## config.mk

```make
export PLATFORM = sky130hd
export DESIGN_NAME = z80_io_timer
export DESIGN_NICKNAME = d
export VERILOG_FILES = /design/src/rtl/z80_io_pkg.sv /design/src/rtl/z80_timer_core.sv /design/src/rtl/z80_io_timer.sv
export SDC_FILE = /design/constraint.sdc
export NUM_CORES = 1
export LEC_CHECK = 0
export ABC_CLOCK_PERIOD_IN_PS = 6500
export BUFFER_PORTS_ARGS = -buffer_cell sky130_fd_sc_hd__buf_2
export CAP_MARGIN = 20
export CORE_ASPECT_RATIO = 0.8
export CORE_MARGIN = 5
export CORE_UTILIZATION = 55
export DETAILED_ROUTE_END_ITERATION = 10
export GPL_TIMING_DRIVEN = 0
export PLACE_DENSITY_LB_ADDON = 0.3
export SLEW_MARGIN = 20
export SYNTH_ARGS = -nofsm -noshare
export SYNTH_HDL_FRONTEND = slang
export SYNTH_SLANG_ARGS = --single-unit
```

## constraint.sdc

```tcl
create_clock -name wb_clk_i -period 6.5 [get_ports wb_clk_i]
set_input_delay 0.325 -clock wb_clk_i [delete_from_list [all_inputs] [get_ports wb_clk_i]]
set_output_delay 0.325 -clock wb_clk_i [all_outputs]
set_load 0.05 [all_outputs]
```

## src/rtl/z80_io_pkg.sv

```systemverilog
// Shared constants for the wb_z80 I/O-space peripherals.
// Holds Wishbone cycle-tag encodings, timer register offsets, CTRL bit
// positions and the CTRL register layout.
package z80_io_pkg;

  localparam int unsigned DATA_W = 8;
  localparam int unsigned ADR_W  = 16;
  localparam int unsigned CNT_W  = 16;
  localparam int unsigned OFS_W  = 3;

  // Wishbone cycle tags driven by the core
  localparam logic [1:0] TGA_MEM  = 2'b00;
  localparam logic [1:0] TGA_IO   = 2'b01;
  localparam logic [1:0] TGA_INTA = 2'b10;

  // Timer register offsets within the 8-port window
  localparam logic [OFS_W-1:0] OFS_CTRL     = 3'd0;
  localparam logic [OFS_W-1:0] OFS_PRESC    = 3'd1;
  localparam logic [OFS_W-1:0] OFS_RELOAD_L = 3'd2;
  localparam logic [OFS_W-1:0] OFS_RELOAD_H = 3'd3;
  localparam logic [OFS_W-1:0] OFS_COUNT_L  = 3'd4;
  localparam logic [OFS_W-1:0] OFS_COUNT_H  = 3'd5;
  localparam logic [OFS_W-1:0] OFS_STATUS   = 3'd6;
  localparam logic [OFS_W-1:0] OFS_VECTOR   = 3'd7;

  // CTRL bit indices
  localparam int unsigned CTRL_EN_BIT   = 0;
  localparam int unsigned CTRL_AUTO_BIT = 1;
  localparam int unsigned CTRL_IE_BIT   = 2;

  // CTRL storage; bit 0 is EN, matching the bit indices above
  typedef struct packed {
    logic ie;
    logic auto_rl;
    logic en;
  } ctrl_t;

endpackage

```

## src/rtl/z80_timer_core.sv

```systemverilog
// Prescaler plus 16-bit down counter for z80_io_timer.
// Ports:
//   clk, rst       : clock, synchronous active-high reset
//   en, auto_rl    : CTRL.EN / CTRL.AUTO
//   presc          : prescaler compare value (tick every presc+1 clocks)
//   reload         : value loaded on load strobe or on auto-reload
//   load           : RELOAD_H write strobe, loads count from reload
//   presc_wr       : PRESC write strobe, zeroes the prescaler
//   count          : current counter value (registered)
//   zero_tick_c    : tick taken while count==0 (sets TF)
//   en_clr_c       : zero tick in one-shot mode (clears EN)
module z80_timer_core
  import z80_io_pkg::*;
#(
  parameter int unsigned PRESC_W = 8
) (
  input  logic               clk,
  input  logic               rst,
  input  logic               en,
  input  logic               auto_rl,
  input  logic [PRESC_W-1:0] presc,
  input  logic [CNT_W-1:0]   reload,
  input  logic               load,
  input  logic               presc_wr,
  output logic [CNT_W-1:0]   count,
  output logic               zero_tick_c,
  output logic               en_clr_c
);

  logic [PRESC_W-1:0] presc_cnt;
  logic               tick_c;

  assign tick_c      = en && (presc_cnt == presc);
  assign zero_tick_c = tick_c && (count == '0);
  assign en_clr_c    = zero_tick_c && !auto_rl;

  // Prescaler and counter; a RELOAD_H load overrides any tick action
  always_ff @(posedge clk) begin
    if (rst) begin
      presc_cnt <= '0;
      count     <= '0;
    end else begin
      if (!en || presc_wr || tick_c) begin
        presc_cnt <= '0;
      end else begin
        presc_cnt <= presc_cnt + PRESC_W'(1);
      end

      if (load) begin
        count <= reload;
      end else if (tick_c) begin
        if (count != '0) begin
          count <= count - CNT_W'(1);
        end else if (auto_rl) begin
          count <= reload;
        end
      end
    end
  end

endmodule

```

## src/rtl/z80_io_timer.sv

```systemverilog
// Wishbone I/O-space timer for the wb_z80 core: 16-bit down counter with
// prescaler, TF flag and maskable interrupt request.
// Optional feature: define Z80_TIMER_IM2_VECTOR_EN to add the VECTOR
// register (offset 7) and answer interrupt-acknowledge cycles with it.
// Ports:
//   wb_clk_i, wb_rst_i : clock, synchronous active-high reset
//   wb_adr_i           : address, [7:3] matched against BASE_ADR, [2:0] offset
//   wb_dat_i/wb_dat_o  : write/read data; wb_dat_o is 0 when not acking a read
//   wb_we_i, wb_cyc_i, wb_stb_i, wb_tga_i : Wishbone cycle controls and tag
//   wb_ack_o           : one-cycle acknowledge
//   int_req_o          : registered TF & IE
module z80_io_timer
  import z80_io_pkg::*;
#(
  parameter logic [7:0]  BASE_ADR = 8'h40,
  parameter int unsigned PRESC_W  = 8
) (
  input  logic              wb_clk_i,
  input  logic              wb_rst_i,
  input  logic [ADR_W-1:0]  wb_adr_i,
  input  logic [DATA_W-1:0] wb_dat_i,
  output logic [DATA_W-1:0] wb_dat_o,
  input  logic              wb_we_i,
  input  logic              wb_cyc_i,
  input  logic              wb_stb_i,
  input  logic [1:0]        wb_tga_i,
  output logic              wb_ack_o,
  output logic              int_req_o
);

  ctrl_t              ctrl;
  logic [PRESC_W-1:0] presc;
  logic [DATA_W-1:0]  reload_l;
  logic [DATA_W-1:0]  reload_h;
  logic [DATA_W-1:0]  shadow;
  logic               tf;
  logic [CNT_W-1:0]   count;
  logic               zero_tick_c;
  logic               en_clr_c;

  logic               io_sel_c;
  logic               req_c;
  logic               wr_c;
  logic               rd_c;
  logic               inta_c;
  logic [OFS_W-1:0]   ofs_c;
  logic               load_c;
  logic               presc_wr_c;
  logic [CNT_W-1:0]   reload_c;
  logic [DATA_W-1:0]  rdata_c;
  logic               unused_adr_hi;

`ifdef Z80_TIMER_IM2_VECTOR_EN
  logic [DATA_W-1:0]  vector;
`endif

  // Only the low address byte is decoded in I/O space
  assign unused_adr_hi = ^wb_adr_i[ADR_W-1:8];

  assign io_sel_c = (wb_tga_i == TGA_IO) && (wb_adr_i[7:3] == BASE_ADR[7:3]);
  assign req_c    = wb_cyc_i && wb_stb_i && io_sel_c && !wb_ack_o;
  assign wr_c     = req_c && wb_we_i;
  assign rd_c     = req_c && !wb_we_i;
  assign ofs_c    = wb_adr_i[OFS_W-1:0];

`ifdef Z80_TIMER_IM2_VECTOR_EN
  assign inta_c = wb_cyc_i && wb_stb_i && (wb_tga_i == TGA_INTA) && int_req_o && !wb_ack_o;
`else
  assign inta_c = 1'b0;
`endif

  assign load_c     = wr_c && (ofs_c == OFS_RELOAD_H);
  assign presc_wr_c = wr_c && (ofs_c == OFS_PRESC);
  // On a RELOAD_H write the counter must see the incoming high byte
  assign reload_c   = {(load_c ? wb_dat_i : reload_h), reload_l};

  z80_timer_core #(
    .PRESC_W (PRESC_W)
  ) u_core (
    .clk         (wb_clk_i),
    .rst         (wb_rst_i),
    .en          (ctrl.en),
    .auto_rl     (ctrl.auto_rl),
    .presc       (presc),
    .reload      (reload_c),
    .load        (load_c),
    .presc_wr    (presc_wr_c),
    .count       (count),
    .zero_tick_c (zero_tick_c),
    .en_clr_c    (en_clr_c)
  );

  // Register read mux
  always_comb begin
    rdata_c = '0;
    case (ofs_c)
      OFS_CTRL:     rdata_c = {5'b0, ctrl};
      OFS_PRESC:    rdata_c = DATA_W'(presc);
      OFS_RELOAD_L: rdata_c = reload_l;
      OFS_RELOAD_H: rdata_c = reload_h;
      OFS_COUNT_L:  rdata_c = count[7:0];
      OFS_COUNT_H:  rdata_c = shadow;
      OFS_STATUS:   rdata_c = {7'b0, tf};
`ifdef Z80_TIMER_IM2_VECTOR_EN
      OFS_VECTOR:   rdata_c = vector;
`endif
      default:      rdata_c = '0;
    endcase
  end

  // Bus response, register writes and flag updates
  always_ff @(posedge wb_clk_i) begin
    if (wb_rst_i) begin
      wb_ack_o  <= 1'b0;
      wb_dat_o  <= '0;
      int_req_o <= 1'b0;
      ctrl      <= '0;
      presc     <= '0;
      reload_l  <= '0;
      reload_h  <= '0;
      shadow    <= '0;
      tf        <= 1'b0;
`ifdef Z80_TIMER_IM2_VECTOR_EN
      vector    <= '0;
`endif
    end else begin
      wb_ack_o  <= req_c || inta_c;
      int_req_o <= tf && ctrl.ie;

      wb_dat_o <= '0;
      if (rd_c) begin
        wb_dat_o <= rdata_c;
      end
`ifdef Z80_TIMER_IM2_VECTOR_EN
      if (inta_c) begin
        wb_dat_o <= vector;
      end
`endif

      // A CTRL write overrides the one-shot EN clear
      if (wr_c && (ofs_c == OFS_CTRL)) begin
        ctrl.en      <= wb_dat_i[CTRL_EN_BIT];
        ctrl.auto_rl <= wb_dat_i[CTRL_AUTO_BIT];
        ctrl.ie      <= wb_dat_i[CTRL_IE_BIT];
      end else if (en_clr_c) begin
        ctrl.en <= 1'b0;
      end

      if (presc_wr_c) begin
        presc <= PRESC_W'(wb_dat_i);
      end
      if (wr_c && (ofs_c == OFS_RELOAD_L)) begin
        reload_l <= wb_dat_i;
      end
      if (load_c) begin
        reload_h <= wb_dat_i;
      end
`ifdef Z80_TIMER_IM2_VECTOR_EN
      if (wr_c && (ofs_c == OFS_VECTOR)) begin
        vector <= wb_dat_i;
      end
`endif

      // Reading COUNT_L freezes the high byte for a coherent 16-bit read
      if (rd_c && (ofs_c == OFS_COUNT_L)) begin
        shadow <= count[15:8];
      end

      // A setting tick beats a software clear
      if (zero_tick_c) begin
        tf <= 1'b1;
      end else if (wr_c && (ofs_c == OFS_STATUS) && wb_dat_i[0]) begin
        tf <= 1'b0;
      end
    end
  end

endmodule

```

==> flow_summary.ini <==
[cells_and_area]
fin_cells = 571
fin_util_pct = 64.58
fin_nets = 516
final.fill_count = 536
seq_area_sq_um = 1401
multi_input_area_sq_um = 2107
final_cell_area_sq_um = 4139
area_delta_synth_final_pct = 13.95
antenna_cells = 0
drive_above_1_share_pct = 13.96

[global_route]
antenna_found_initial = 0
grt_max_degree = 13
met1_usage_pct = 39.25
grt_first_pass_wirelength_um = 17860
met2_usage_pct = 43.30
grt_use_total_pct = 28.56
grt_util_met3_pct = 8.396
grt_overflow = 0
grt_pass1_vias = 3407
gr-max-usage-layer = met2

[floorplan]
ioPinCount = 41
dieArea_sq_um = 8339
rows = 26
start_util_pct = 56.68
die_h_um = 82.69
die_x_um = 100.9
core-area_sq_um = 6409

[critical_path]
r2r_start = u_core.count[0]$_SDFFE_PP0P_
crit_path_max_fanout = 8
path_buf_inv = 1
cp_top_family = simple AND/OR/NAND/NOR gates
r2r_end = u_core.count[10]$_SDFFE_PP0P_
worst_r2r_path_depth = 8
crit_type = flop to flop
worstPathCellList = inv_1 > ha_1 > nor4b_1 > nand4_1 > nor2_1 > nor2_1 > o31a_1 > a211oi_1
arrival_ns = 3.44
slowest_stage = nor2_1
critPathRequiredTime_ns = 6.76
critPathCaptureType = flop
cp_common_cell = nor2_1
startpoint_type = flop
critPathMaxStageDelay_ns = 0.65
r2r_slack_ns = 3.32

[timing]
finalCriticalPeriod_ns = 3.178
tns_ns = 0
hold_violations = 0
slew_headroom_pct = 30.36
setup-violations-final = 0
clock_skew_ns = 0.006930
fmax_mhz = 314.7
slew_viol_final = 0
post-route-period-util_pct = 48.89
fin_ws_ns = 3.322
fin_hold_ws_ns = 0.2290
rsz0062_at_grt = false
worst_pin_slew_ns = 1.037

[power]
p_leak_nw = 1.568
pwr-share-seq_pct = 48.3
vdd_drop_max_mv = 0.1666
clock_power_share_pct = 47.5
switchingPower_mw = 0.1916
switching_share_pct = 21.58
power.internal_mw = 0.6963
p_comb_share_pct = 4.2
power_density_nw_per_um2 = 214.5
power.total_mw = 0.8879

[clock_network]
cts_setup_buffers = 0
numCtsBuffers = 9
cts_tree = built
clk-insertion-delay-late_ns = 0.35
clock_path_buffers = 2
cts.sinks = 70
htree_levels = 3
cts_hold_buf = 0
clkSlewWorstSetupHoldPaths_ns = 0.08
cts_root_buf = clkbuf_8
post_cts_resized = 0

[place]
place_congestion = 1.001
dp_hpwl_um = 8225
dpl_cell_area_sq_um = 3894
place_inst = 555
preCtsSetupSlack_ns = 3.432
port-buffer-count = 29

[synthesis]
yosysTopAreaCell = dfxtp_1
synth.distinct_cells = 57
synth-edff-count = 0
ys_ff_latch = 70
syn_avg_cell_area_sq_um = 8.236
syn_inst = 441
synth_nets = 475
yosysWarnings = 0
synthTopCellsByArea = dfxtp_1 39%, mux2i_1 8.0%, nor2_1 6.6%
synth_top_area_share_pct = 38.58
yosysSeqAreaShare_pct = 38.58
synthFlopType = dfxtp_1
async_flop_share_pct = 0
syn-cell-area_sq_um = 3632

[hold_path]
worstHoldPathCells = 2
min_from = wb_rst_i
hp-class = primary input to flop
whs_endpoint = wb_ack_o$_SDFF_PP0_

[drt]
wl_per_cell_um = 19.70
drtIter0Drc = 463
drt_pass1_iterations = 6
finalWirelength_um = 11250
vias_per_cell = 6.417
ant_nets = 0
drc = 0
vias = 3664

[job]
cap_violations = 0

[run_status]
outcome = finished, final reports clean
[state kept, by name (all words and copies together) (netlist names)]
register / flops
tf: 1
shadow: 8
wb_dat_o: 8
u_core.count: 16
reload_h: 8
presc: 8
reload_l: 8
u_core.presc_cnt: 8
wb_ack_o: 1
ctrl: 3
int_req_o: 1
[power by group through the flow]
| stage | combinational (mW) | clock, mW | sequential, mW |
|---|---|---|---|
| 5_1_grt | 0.0400 | 0.449 | 0.428 |
| 3_5_place_dp | 0.0364 | 0 | 0.439 |
| 2_1_floorplan | 0.0191 | 0 | 0.439 |
| 6_report | 0.0377 | 0.422 | 0.429 |
| 3_3_place_gp | 0.0355 | 0 | 0.439 |
| 4_1_cts | 0.0367 | 0.425 | 0.429 |
[cells in the mapped netlist, types with 6 or more instances]
cell type,count
a21oi_1,38
buf_2,7
clkbuf_1,19
dfxtp_1,70
inv_1,6
mux2i_1,29
nand2_1,56
nand3_1,13
nor2_1,64
nor3_1,10
nor4_1,10
o21ai_0,13
xnor2_1,12
[how the worst max path moves through the flow]
stage                                  from                            end  slack, ns  cells after the start
2_1_floorplan                   wb_adr_i[4]   u_core.count[0]$_SDFFE_PP0P_       3.99                      8
3_3_place_gp                    wb_adr_i[4]   u_core.count[4]$_SDFFE_PP0P_       3.25                      8
3_5_place_dp   u_core.count[8]$_SDFFE_PP0P_  u_core.count[10]$_SDFFE_PP0P_       3.43                      7
4_1_cts        u_core.count[8]$_SDFFE_PP0P_  u_core.count[10]$_SDFFE_PP0P_       3.39                      7
5_1_grt        u_core.count[0]$_SDFFE_PP0P_  u_core.count[10]$_SDFFE_PP0P_       3.18                      8
6_report       u_core.count[0]$_SDFFE_PP0P_  u_core.count[10]$_SDFFE_PP0P_       3.32                      8
[metal layers]
metal	part of all wire, %	up-vias
li1	-	1667
met1	41	1693
met2	43	256
met3	13	48
met4	2.9	0
met5	0	-
[worst reg2reg max path, stage by stage, from the launching register on]
cell	delay [ns]
dfxtp_1	0.38
inv_1	0.16
ha_1	0.24
nor4b_1	0.55
nand4_1	0.40
nor2_1	0.65
nor2_1	0.15
o31a_1	0.32
a211oi_1	0.25
[cells in the final DEF (no fill, tap or decap), drive strengths merged, types with 3 or more instances in the layout]
cell | synthesis | layout
a211oi | 5 | 5
nor2 | 65 | 65
o31a | 3 | 3
inv | 6 | 6
a21oi | 38 | 38
o22a | 3 | 3
buf | 9 | 39
clkbuf | 19 | 30
nand3b | 3 | 3
a31oi | 5 | 5
nand2 | 56 | 56
ha | 3 | 3
nand4 | 5 | 5
xor2 | 5 | 5
mux4 | 3 | 3
nand4b | 3 | 3
or3b | 3 | 3
mux2i | 29 | 29
nand3 | 13 | 13
dfxtp | 70 | 70
nor3 | 11 | 11
or3 | 5 | 5
nor4 | 11 | 11
xnor2 | 12 | 12
bufinv | 0 | 3
o21ai | 16 | 16
or4 | 5 | 5
a221oi | 3 | 3
nand2b | 4 | 4
[cells by family (layout without fill, tap and decap cells)]
logic type	Yosys count	count (layout)	share of synthesized area, %
and+or+nand+nor	196	196	26.94
AOI/OAI and AO/OA	89	89	15.74
DFF	70	70	38.58
buffers and inverters	34	80	3.755
muxes	32	32	9.852
xor gates and xnor gates	17	17	4.099
adders and majority gates	3	3	1.034
[final cells by class]
class                           instances  area share [%]
Clock buffer                           11           3.174
Multi-Input combinational cell        337           50.91
Buffer                                 28           2.751
Timing Repair Buffer                   30           3.628
Tap cell                               84           2.539
Clock inverter                          5           2.600
Sequential cell                        70           33.86
Inverter                                6          0.5441
Note: power is estimated with default switching activity, not from simulation.
